`config.mk`:
```
export PLATFORM = sky130hd
export DESIGN_NAME = ddr_rd_arb
export DESIGN_NICKNAME = d
export VERILOG_FILES = /design/src/rtl/ddr_rd_arb.sv
export SDC_FILE = /design/constraint.sdc
export NUM_CORES = 1
export LEC_CHECK = 0
export CAP_MARGIN = 25
export CORE_AREA = 2 2 168 170
export DETAILED_ROUTE_END_ITERATION = 8
export DIE_AREA = 0 0 170 172
export GPL_TIMING_DRIVEN = 0
export PLACE_DENSITY = 0.69
export SLEW_MARGIN = 15
export SYNTH_ARGS = -nofsm -noshare
export SYNTH_HDL_FRONTEND = slang
export SYNTH_SLANG_ARGS = --single-unit
```
`constraint.sdc`:
```
create_clock -name clk -period 18.8 [get_ports clk]
set_clock_uncertainty 0.2 [all_clocks]
set_input_delay 1.88 -clock clk [delete_from_list [all_inputs] [get_ports clk]]
set_output_delay 1.88 -clock clk [all_outputs]
set_load 0.03 [all_outputs]
```
`src/rtl/ddr_rd_arb.sv`:
```
// ddr_rd_arb: DDR read-channel arbiter, round-robin by default or fixed lowest-index priority when DDR_RD_ARB_PRIO_EN is defined
module ddr_rd_arb #(
  parameter int REQ_NUM    = 4,
  parameter int DDR_ADDR_W = 32,
  parameter int BURST_W    = 8
) (
  input  logic                            clk,
  input  logic                            rst,
  input  logic [REQ_NUM-1:0]              req_valid,
  output logic [REQ_NUM-1:0]              req_ready,
  input  logic [REQ_NUM*DDR_ADDR_W-1:0]   req_st_addr,
  input  logic [REQ_NUM*BURST_W-1:0]      req_burst,
  input  logic [REQ_NUM*DDR_ADDR_W-1:0]   req_step,
  input  logic [REQ_NUM*BURST_W-1:0]      req_burst_num,
  output logic [REQ_NUM-1:0]              req_done,
  output logic                            gen_start,
  output logic [DDR_ADDR_W-1:0]           gen_st_addr,
  output logic [BURST_W-1:0]              gen_burst,
  output logic [DDR_ADDR_W-1:0]           gen_step,
  output logic [BURST_W-1:0]              gen_burst_num,
  input  logic                            gen_done,
  input  logic                            ddr_valid,
  output logic                            ddr_ready,
  output logic [REQ_NUM-1:0]              cli_valid,
  input  logic [REQ_NUM-1:0]              cli_ready,
  output logic [REQ_NUM-1:0]              grant,
  output logic                            busy
);
  localparam int IW = REQ_NUM > 1 ? $clog2(REQ_NUM) : 1;
  localparam int CW = 2 * BURST_W;
  typedef enum logic [1:0] {IDLE, ISSUE, XFER, DONE} state_t;
  state_t state, state_nx;
  logic [IW-1:0] rr_ptr, sel, j;
  logic [CW-1:0] beat_cnt, cnt_nx, total, total_nx;
  logic addr_done, any_req, fire, last;
  logic [DDR_ADDR_W-1:0] addr_a [REQ_NUM];
  logic [DDR_ADDR_W-1:0] step_a [REQ_NUM];
  logic [BURST_W-1:0] burst_a [REQ_NUM];
  logic [BURST_W-1:0] bnum_a [REQ_NUM];
  for (genvar r = 0; r < REQ_NUM; r++) begin : g_unpack
    assign addr_a[r]  = req_st_addr[r*DDR_ADDR_W +: DDR_ADDR_W];
    assign step_a[r]  = req_step[r*DDR_ADDR_W +: DDR_ADDR_W];
    assign burst_a[r] = req_burst[r*BURST_W +: BURST_W];
    assign bnum_a[r]  = req_burst_num[r*BURST_W +: BURST_W];
  end
  assign any_req = |req_valid;
  always_comb begin
    sel = '0;
    j = '0;
    for (int i = REQ_NUM - 1; i >= 0; i--) begin
      j = IW'((int'(rr_ptr) + i) % REQ_NUM);
      if (req_valid[j]) sel = j;
    end
  end
  assign total_nx  = CW'(burst_a[sel]) * CW'(bnum_a[sel]);
  assign req_ready = (state == IDLE && any_req && !rst) ? REQ_NUM'(1) << sel : '0;
  assign ddr_ready = (state == XFER) && |(cli_ready & grant);
  assign cli_valid = (state == XFER && ddr_valid) ? grant : '0;
  assign req_done  = (state == DONE) ? grant : '0;
  assign gen_start = state == ISSUE;
  assign busy      = state != IDLE;
  assign fire      = ddr_valid && ddr_ready;
  assign cnt_nx    = beat_cnt + CW'(fire);
  assign last      = (addr_done || gen_done) && cnt_nx == total;
  always_ff @(posedge clk) begin
    if (rst) state <= IDLE;
    else     state <= state_nx;
  end
  always_comb begin
    state_nx = state;
    case (state)
      IDLE:    state_nx = any_req ? (total_nx == '0 ? DONE : ISSUE) : IDLE;
      ISSUE:   state_nx = XFER;
      XFER:    state_nx = last ? DONE : XFER;
      default: state_nx = IDLE;
    endcase
  end
  always_ff @(posedge clk) begin
    if (rst) begin
      grant         <= '0;
      rr_ptr        <= '0;
      beat_cnt      <= '0;
      addr_done     <= 1'b0;
      total         <= '0;
      gen_st_addr   <= '0;
      gen_burst     <= '0;
      gen_step      <= '0;
      gen_burst_num <= '0;
    end else begin
      if (state == IDLE && any_req) begin
        grant         <= REQ_NUM'(1) << sel;
        total         <= total_nx;
        gen_st_addr   <= addr_a[sel];
        gen_burst     <= burst_a[sel];
        gen_step      <= step_a[sel];
        gen_burst_num <= bnum_a[sel];
`ifndef DDR_RD_ARB_PRIO_EN
        rr_ptr        <= (sel == IW'(REQ_NUM - 1)) ? '0 : sel + 1'b1;
`endif
      end
      if (state == ISSUE) begin
        beat_cnt  <= '0;
        addr_done <= 1'b0;
      end
      if (state == XFER) begin
        beat_cnt  <= cnt_nx;
        addr_done <= addr_done | gen_done;
      end
      if (state == DONE) grant <= '0;
    end
  end
endmodule

```
; After elaboration in Yosys (flattened, before gate mapping)
; Index checks and enable logic that the tools add are counted.
[totals]
regBits = 121
inputBits = 332
out_inout_bits = 99
word_cells = 81
[op_classes]
n_addsub = 5
n_mul = 1
n_lt_le_gt_ge = 5
n_eq_ne = 5
shift = 1
n_mux = 36
n_bitwise = 3
reduce_logical = 15
[ops]
columns = cell, count
row1 = $bmux 32 s2, 2
row2 = $mux 32, 4
row3 = $bmux 8 s2, 2
row4 = $mux 16, 2
row5 = $mux 8, 4
row6 = $add 16x1->16, 1
row7 = $eq 16x16->1, 1
row8 = $logic_not 16->1, 1
row9 = $mul 8x8->16, 1
row10 = $mux 2, 7
row11 = $lt 2x3->1 const B, 4
row12 = $mux 4, 3
row13 = $bmux 1 s2, 4
row14 = $reduce_or 4->1, 2
row15 = $mux 1, 7
row16 = $eq 2x2->1 const B, 3
row17 = $logic_and 1x1->1, 6
row18 = $pmux 2 s3, 1
row19 = $add 2x1->2 const B, 2
row20 = $add 2x2->2 const B, 2
row21 = $and 4x4->4, 1
row22 = $reduce_bool 2->1, 2
row23 = $shl 1x2->4 const A, 1
row24 = $ge 3x3->1 const B, 1
row25 = other kinds (7), 7

; Logic depth before layout (Yosys ltp)
[depth]
depth_word = 16
depth_mapped = 25
depth_no_buf = 23

; Least setup slack after synthesis
; OpenSTA, ideal clock, no wires.
[synth_timing]
path_type = input -> register
startpoint = in req_valid[0]
endpoint = reg state[1]
setup_time_ps = 69
arrival_time_ps = 7487
t_required_ps = 18531
slack_ps = 11044
cell_stages = 23
path_buffers = 2
cell_sequence = nor2b_1 -> a21oi_1 -> nor2_1 -> a211oi_1 -> buf_2 -> buf_2 -> mux2_2 -> or2_2 -> fa_1 -> fa_1 -> inv_1 -> fa_1 -> inv_1 -> fa_1 -> inv_1 -> ha_1 -> a2111oi_2 -> o31ai_1 -> and2_1 -> a21oi_1 -> xnor2_1 -> or4_1 -> o21ai_1
[synth_between]
elab_chain_cells = 15
elab_cells_between_ends = 25
classes_between = mul: 1 / mux: 21 / bitwise: 1 / reduce/logical: 2
[synth_rtl]
columns = element, line
row1 = from (decl), 9  ; input logic [REQ_NUM-1:0] req_valid,
row2 = $bmux 1 s2, 52  ; if (req_valid[j]) sel = j;
row3 = $mux 1 (not written as such), 52
row4 = $mux 2 (4 in series), 52
row5 = $not 2->3 (not written as such), 55  ; assign total_nx = CW'(burst_a[sel]) * CW'(bnum_a[sel]);
row6 = $bmux 8 s2, 55
row7 = $mux 8 (not written as such) (2 in series), 55
row8 = $mul 8x8->16, 55
row9 = $logic_not 16->1, 72  ; IDLE: state_nx = any_req ? (total_nx == '0 ? DONE : ISSUE) : IDLE;
row10 = $mux 2, 72
row11 = $mux 2 *, 72
row12 = $pmux 2 s3 *, 71  ; case (state)
row13 = to (signal assigned), 67  ; else state <= state_nx;
row14 = to (decl), 32  ; state_t state, state_nx;
; Every way passes the cells marked *; elsewhere a longest branch is shown, timed or not. The select of a mux whose other input is x is not followed.
; A chain may end at the register's enable or synchronous reset.

; Final worst setup path
; Ends and elaborated chain as after synthesis.

==> impl_metrics.py <==
metrics = {
    "final_layout": {
        "final_area_um2": 15000,
        "drive_gt1_share_pct": 6.07,
        "fin_nets": 2263,
        "multi_input_area_um2": 6510,
        "seq_area_um2": 2420,
        "area_growth_pct": 55.9,
        "nFillCells": 2702,
    },
    "outcome": {
        "status": "finished clean",
    },
    "synthesis": {
        "syn_nets": 1815,
        "synthesis.area_um2": 9630,
        "synth_area_per_cell_um2": 6.88,
        "yosysUniqueCellTypes": 57,
        "synth_area_leaders": "dfxtp_1 25%, nand2_1 15%, nand3_1 10%",
        "ys_seq_area_share_pct": 25.1,
        "synth_top_area_share_pct": 25.1,
        "ys_ff_latch": 121,
        "netlist_top_cells_count": "391 x nand2_1, 202 x nand3_1, 121 x dfxtp_1",
        "yosysTopAreaCell": "dfxtp_1",
        "synthArstFlopShare_pct": 0,
        "synth_most_common_cell": "nand2_1",
        "synth_ff_type": "dfxtp_1",
        "ys.warnings.count": 0,
        "syn-instance-count": 1401,
        "synth_edf_count": 0,
    },
    "timing": {
        "tightest_slew_ns": 1.01,
        "fmax_mhz": 114,
        "period_share_pct": 46.7,
        "fin_setup_tns_ns": 0,
        "period_needed_ns": 8.78,
        "setup_violations": 0,
        "hold_viol": 0,
        "holdWs_ns": 0.252,
        "rsz0062_at_grt": "no",
        "fin_ws_ns": 10.02,
        "relSlewSlack_pct": 31.8,
        "final_max_slew_viol_count": 0,
    },
    "worst_hold_path": {
        "worst_hold_path_type": "reg -> reg",
    },
    "drt": {
        "drtPass1Iterations": 5,
        "vias": 11500,
        "routedWlPerCell_um": 19.4,
        "detail_route.iter0.violations": 781,
        "drt_wl_total_mm": 43.1,
        "via_per_inst": 5.21,
        "ant_nets": 0,
        "drc": 0,
    },
    "setup_path": {
        "crit_fanout": 10,
        "worstPathRequired_ns": 18.93,
        "r2r-end": "state[1]$_SDFF_PP0_",
        "worstSetupEndpointType": "flop",
        "critical_path_class": "in -> reg",
        "r2r_start": "rr_ptr[0]$_SDFFE_PP0P_",
        "crit_start": "req_valid[0]",
        "r2r_setup_slack_ns": 11.61,
        "critical_path.startpoint_type": "input port",
        "cp.arrival_ns": 8.91,
        "reg2regPathDepth": 23,
        "endpoint": "state[1]$_SDFF_PP0_",
    },
    "power_and_ir_drop": {
        "ir_worst_vdd_mv": 0.236,
        "power.density_nw_per_um2": 238,
        "leakage_nw": 6.35,
        "power_mw": 3.57,
    },
    "clock_network": {
        "ctsResizeCount": 0,
        "clk_latency_ns": 0.42,
        "cts.sinks": 121,
        "cts-root-buf": "clkbuf_16",
        "clkTransAtPathRegs_ns": 0.06,
        "cts_buffer_depth": 2,
        "cts-hold-fix-buffers": 0,
        "cts_tree": "yes",
        "numCtsBuffers": 17,
        "cts_setup_buffers": 0,
        "htreeDepth": 4,
    },
    "global_routing": {
        "busiest_layer": "met2",
        "grt-ovfl-total": 0,
        "gr-usage-all-layers_pct": 29.2,
        "use_met1_pct": 34.7,
        "antenna_found_initial": 7,
        "grt_max_degree": 17,
        "use_met3_pct": 7.19,
        "use_met2_pct": 50.7,
        "grt_pass1_wl_mm": 64.2,
        "grt_pass1_vias": 11200,
    },
    "die": {
        "start_util_pct": 35.1,
        "coreArea_um2": 27500,
        "rows": 61,
        "die_w_um": 170,
        "pin_count": 431,
        "die_area_um2": 29200,
        "die-height_um": 172,
    },
    "place": {
        "pre_cts_ws_ns": 9.68,
        "hpwl_mm": 34.5,
        "gp_congestion": 0.986,
        "portBuffers": 429,
        "postPlaceCellArea_um2": 14400,
    },
    "flow_run": {
        "cap_violations": 0,
    },
}
## critical path: stages
cell	delay (ns)
clkdlybuf4s50_1	0.48
nor2b_1	0.18
a21oi_1	0.13
nor2_1	0.05
a211oi_1	0.31
buf_2	0.37
buf_2	0.37
mux2_2	0.50
or2_2	0.35
fa_1	0.51
fa_1	0.55
inv_1	0.05
fa_1	0.47
inv_1	0.05
fa_1	0.47
inv_1	0.04
ha_1	0.36
a2111oi_2	0.35
o31ai_1	0.19
and2_1	0.19
a21oi_1	0.17
xnor2_1	0.10
or4_1	0.53
o21ai_1	0.23
## power by group
group | switching (mW) | internal (mW) | total [mW]
sequential | 0.0556 | 0.351 | 0.406
clock | 0.139 | 0.225 | 0.364
combinational | 1.68 | 1.13 | 2.80
total | 1.87 | 1.70 | 3.57
## sequential cells by signal, indices dropped and copies added, names as in the netlist
signal,flops
gen_burst_num,8
gen_burst,8
gen_step,32
gen_st_addr,32
grant,4
beat_cnt,16
total,16
rr_ptr,2
state,2
addr_done,1
## placed cells by master (no fill, tap or decap), types with 3 or more instances in the layout
cell / n
clkdlybuf4s50_1: 429
nand2_1: 391
nand3_1: 202
dfxtp_1: 121
nor2_1: 110
a21oi_1: 104
inv_1: 66
clkbuf_1: 46
ha_1: 46
fa_1: 36
mux2i_1: 34
buf_2: 33
o21a_1: 18
clkbuf_16: 17
mux2_2: 16
or2_2: 15
xnor2_1: 15
xor2_1: 15
nor3_1: 14
o21ai_0: 13
a211oi_1: 10
and3_1: 10
buf_1: 8
nand2b_1: 8
diode_2: 7
and2_1: 6
nor2b_1: 5
buf_6: 5
nand4_1: 4
bufinv_16: 4
clkinv_4: 4
inv_6: 4
buf_4: 3
a31oi_1: 3
o31ai_1: 3
or4_1: 3
a22oi_1: 3
## worst min path at each step
stage	startpoint	to	cells past startpoint
final	gen_st_addr[24]$_SDFFE_PP0P_	gen_st_addr[24]$_SDFFE_PP0P_	2
after global routing	gen_step[26]$_SDFFE_PP0P_	gen_step[26]$_SDFFE_PP0P_	2
after CTS	gen_st_addr[12]$_SDFFE_PP0P_	gen_st_addr[12]$_SDFFE_PP0P_	2
after detailed placement	gen_st_addr[12]$_SDFFE_PP0P_	gen_st_addr[12]$_SDFFE_PP0P_	2
after global placement	gen_st_addr[28]$_SDFFE_PP0P_	gen_st_addr[28]$_SDFFE_PP0P_	2
after floorplan	total[8]$_SDFFE_PP0P_	total[8]$_SDFFE_PP0P_	2
## per-stage QoR
step | utilization, % | std cells
2_1_floorplan | - | 1401
3_3_place_gp | 52.3 | 2176
3_5_place_dp | 52.3 | 2176
4_1_cts | 54.6 | 2208
5_1_grt | 54.6 | 2214
6_report | 54.7 | 2215
## cells by family after synthesis
logic type | Yosys count | synth area share (%)
AND/OR/NAND/NOR | 781 | 35.1
XOR/XNOR | 30 | 2.73
AO/OA/AOI/OAI | 175 | 10.9
multiplexers | 50 | 5.40
flip-flops | 121 | 25.1
buffers and inverters | 162 | 7.25
adder cells (fa/ha/maj) | 82 | 13.5
## cell type report
type                            instances  area share (%)
Antenna cell                            7           0.117
Buffer                                 95            2.97
Clock buffer                           17            2.83
Clock inverter                         15            1.42
Inverter                               67            1.67
Multi-Input combinational cell       1118            43.4
Sequential cell                       121            16.1
Tap cell                              346            2.88
Timing Repair Buffer                  429            28.6
## metal layers
metal / up-vias / part of all wire, %
met5: - / 0
met4: 0 / 3.5
met1: 5371 / 41
met3: 82 / 8.2
li1: 5553 / -
met2: 533 / 47
(Power assumes the default switching activity.)
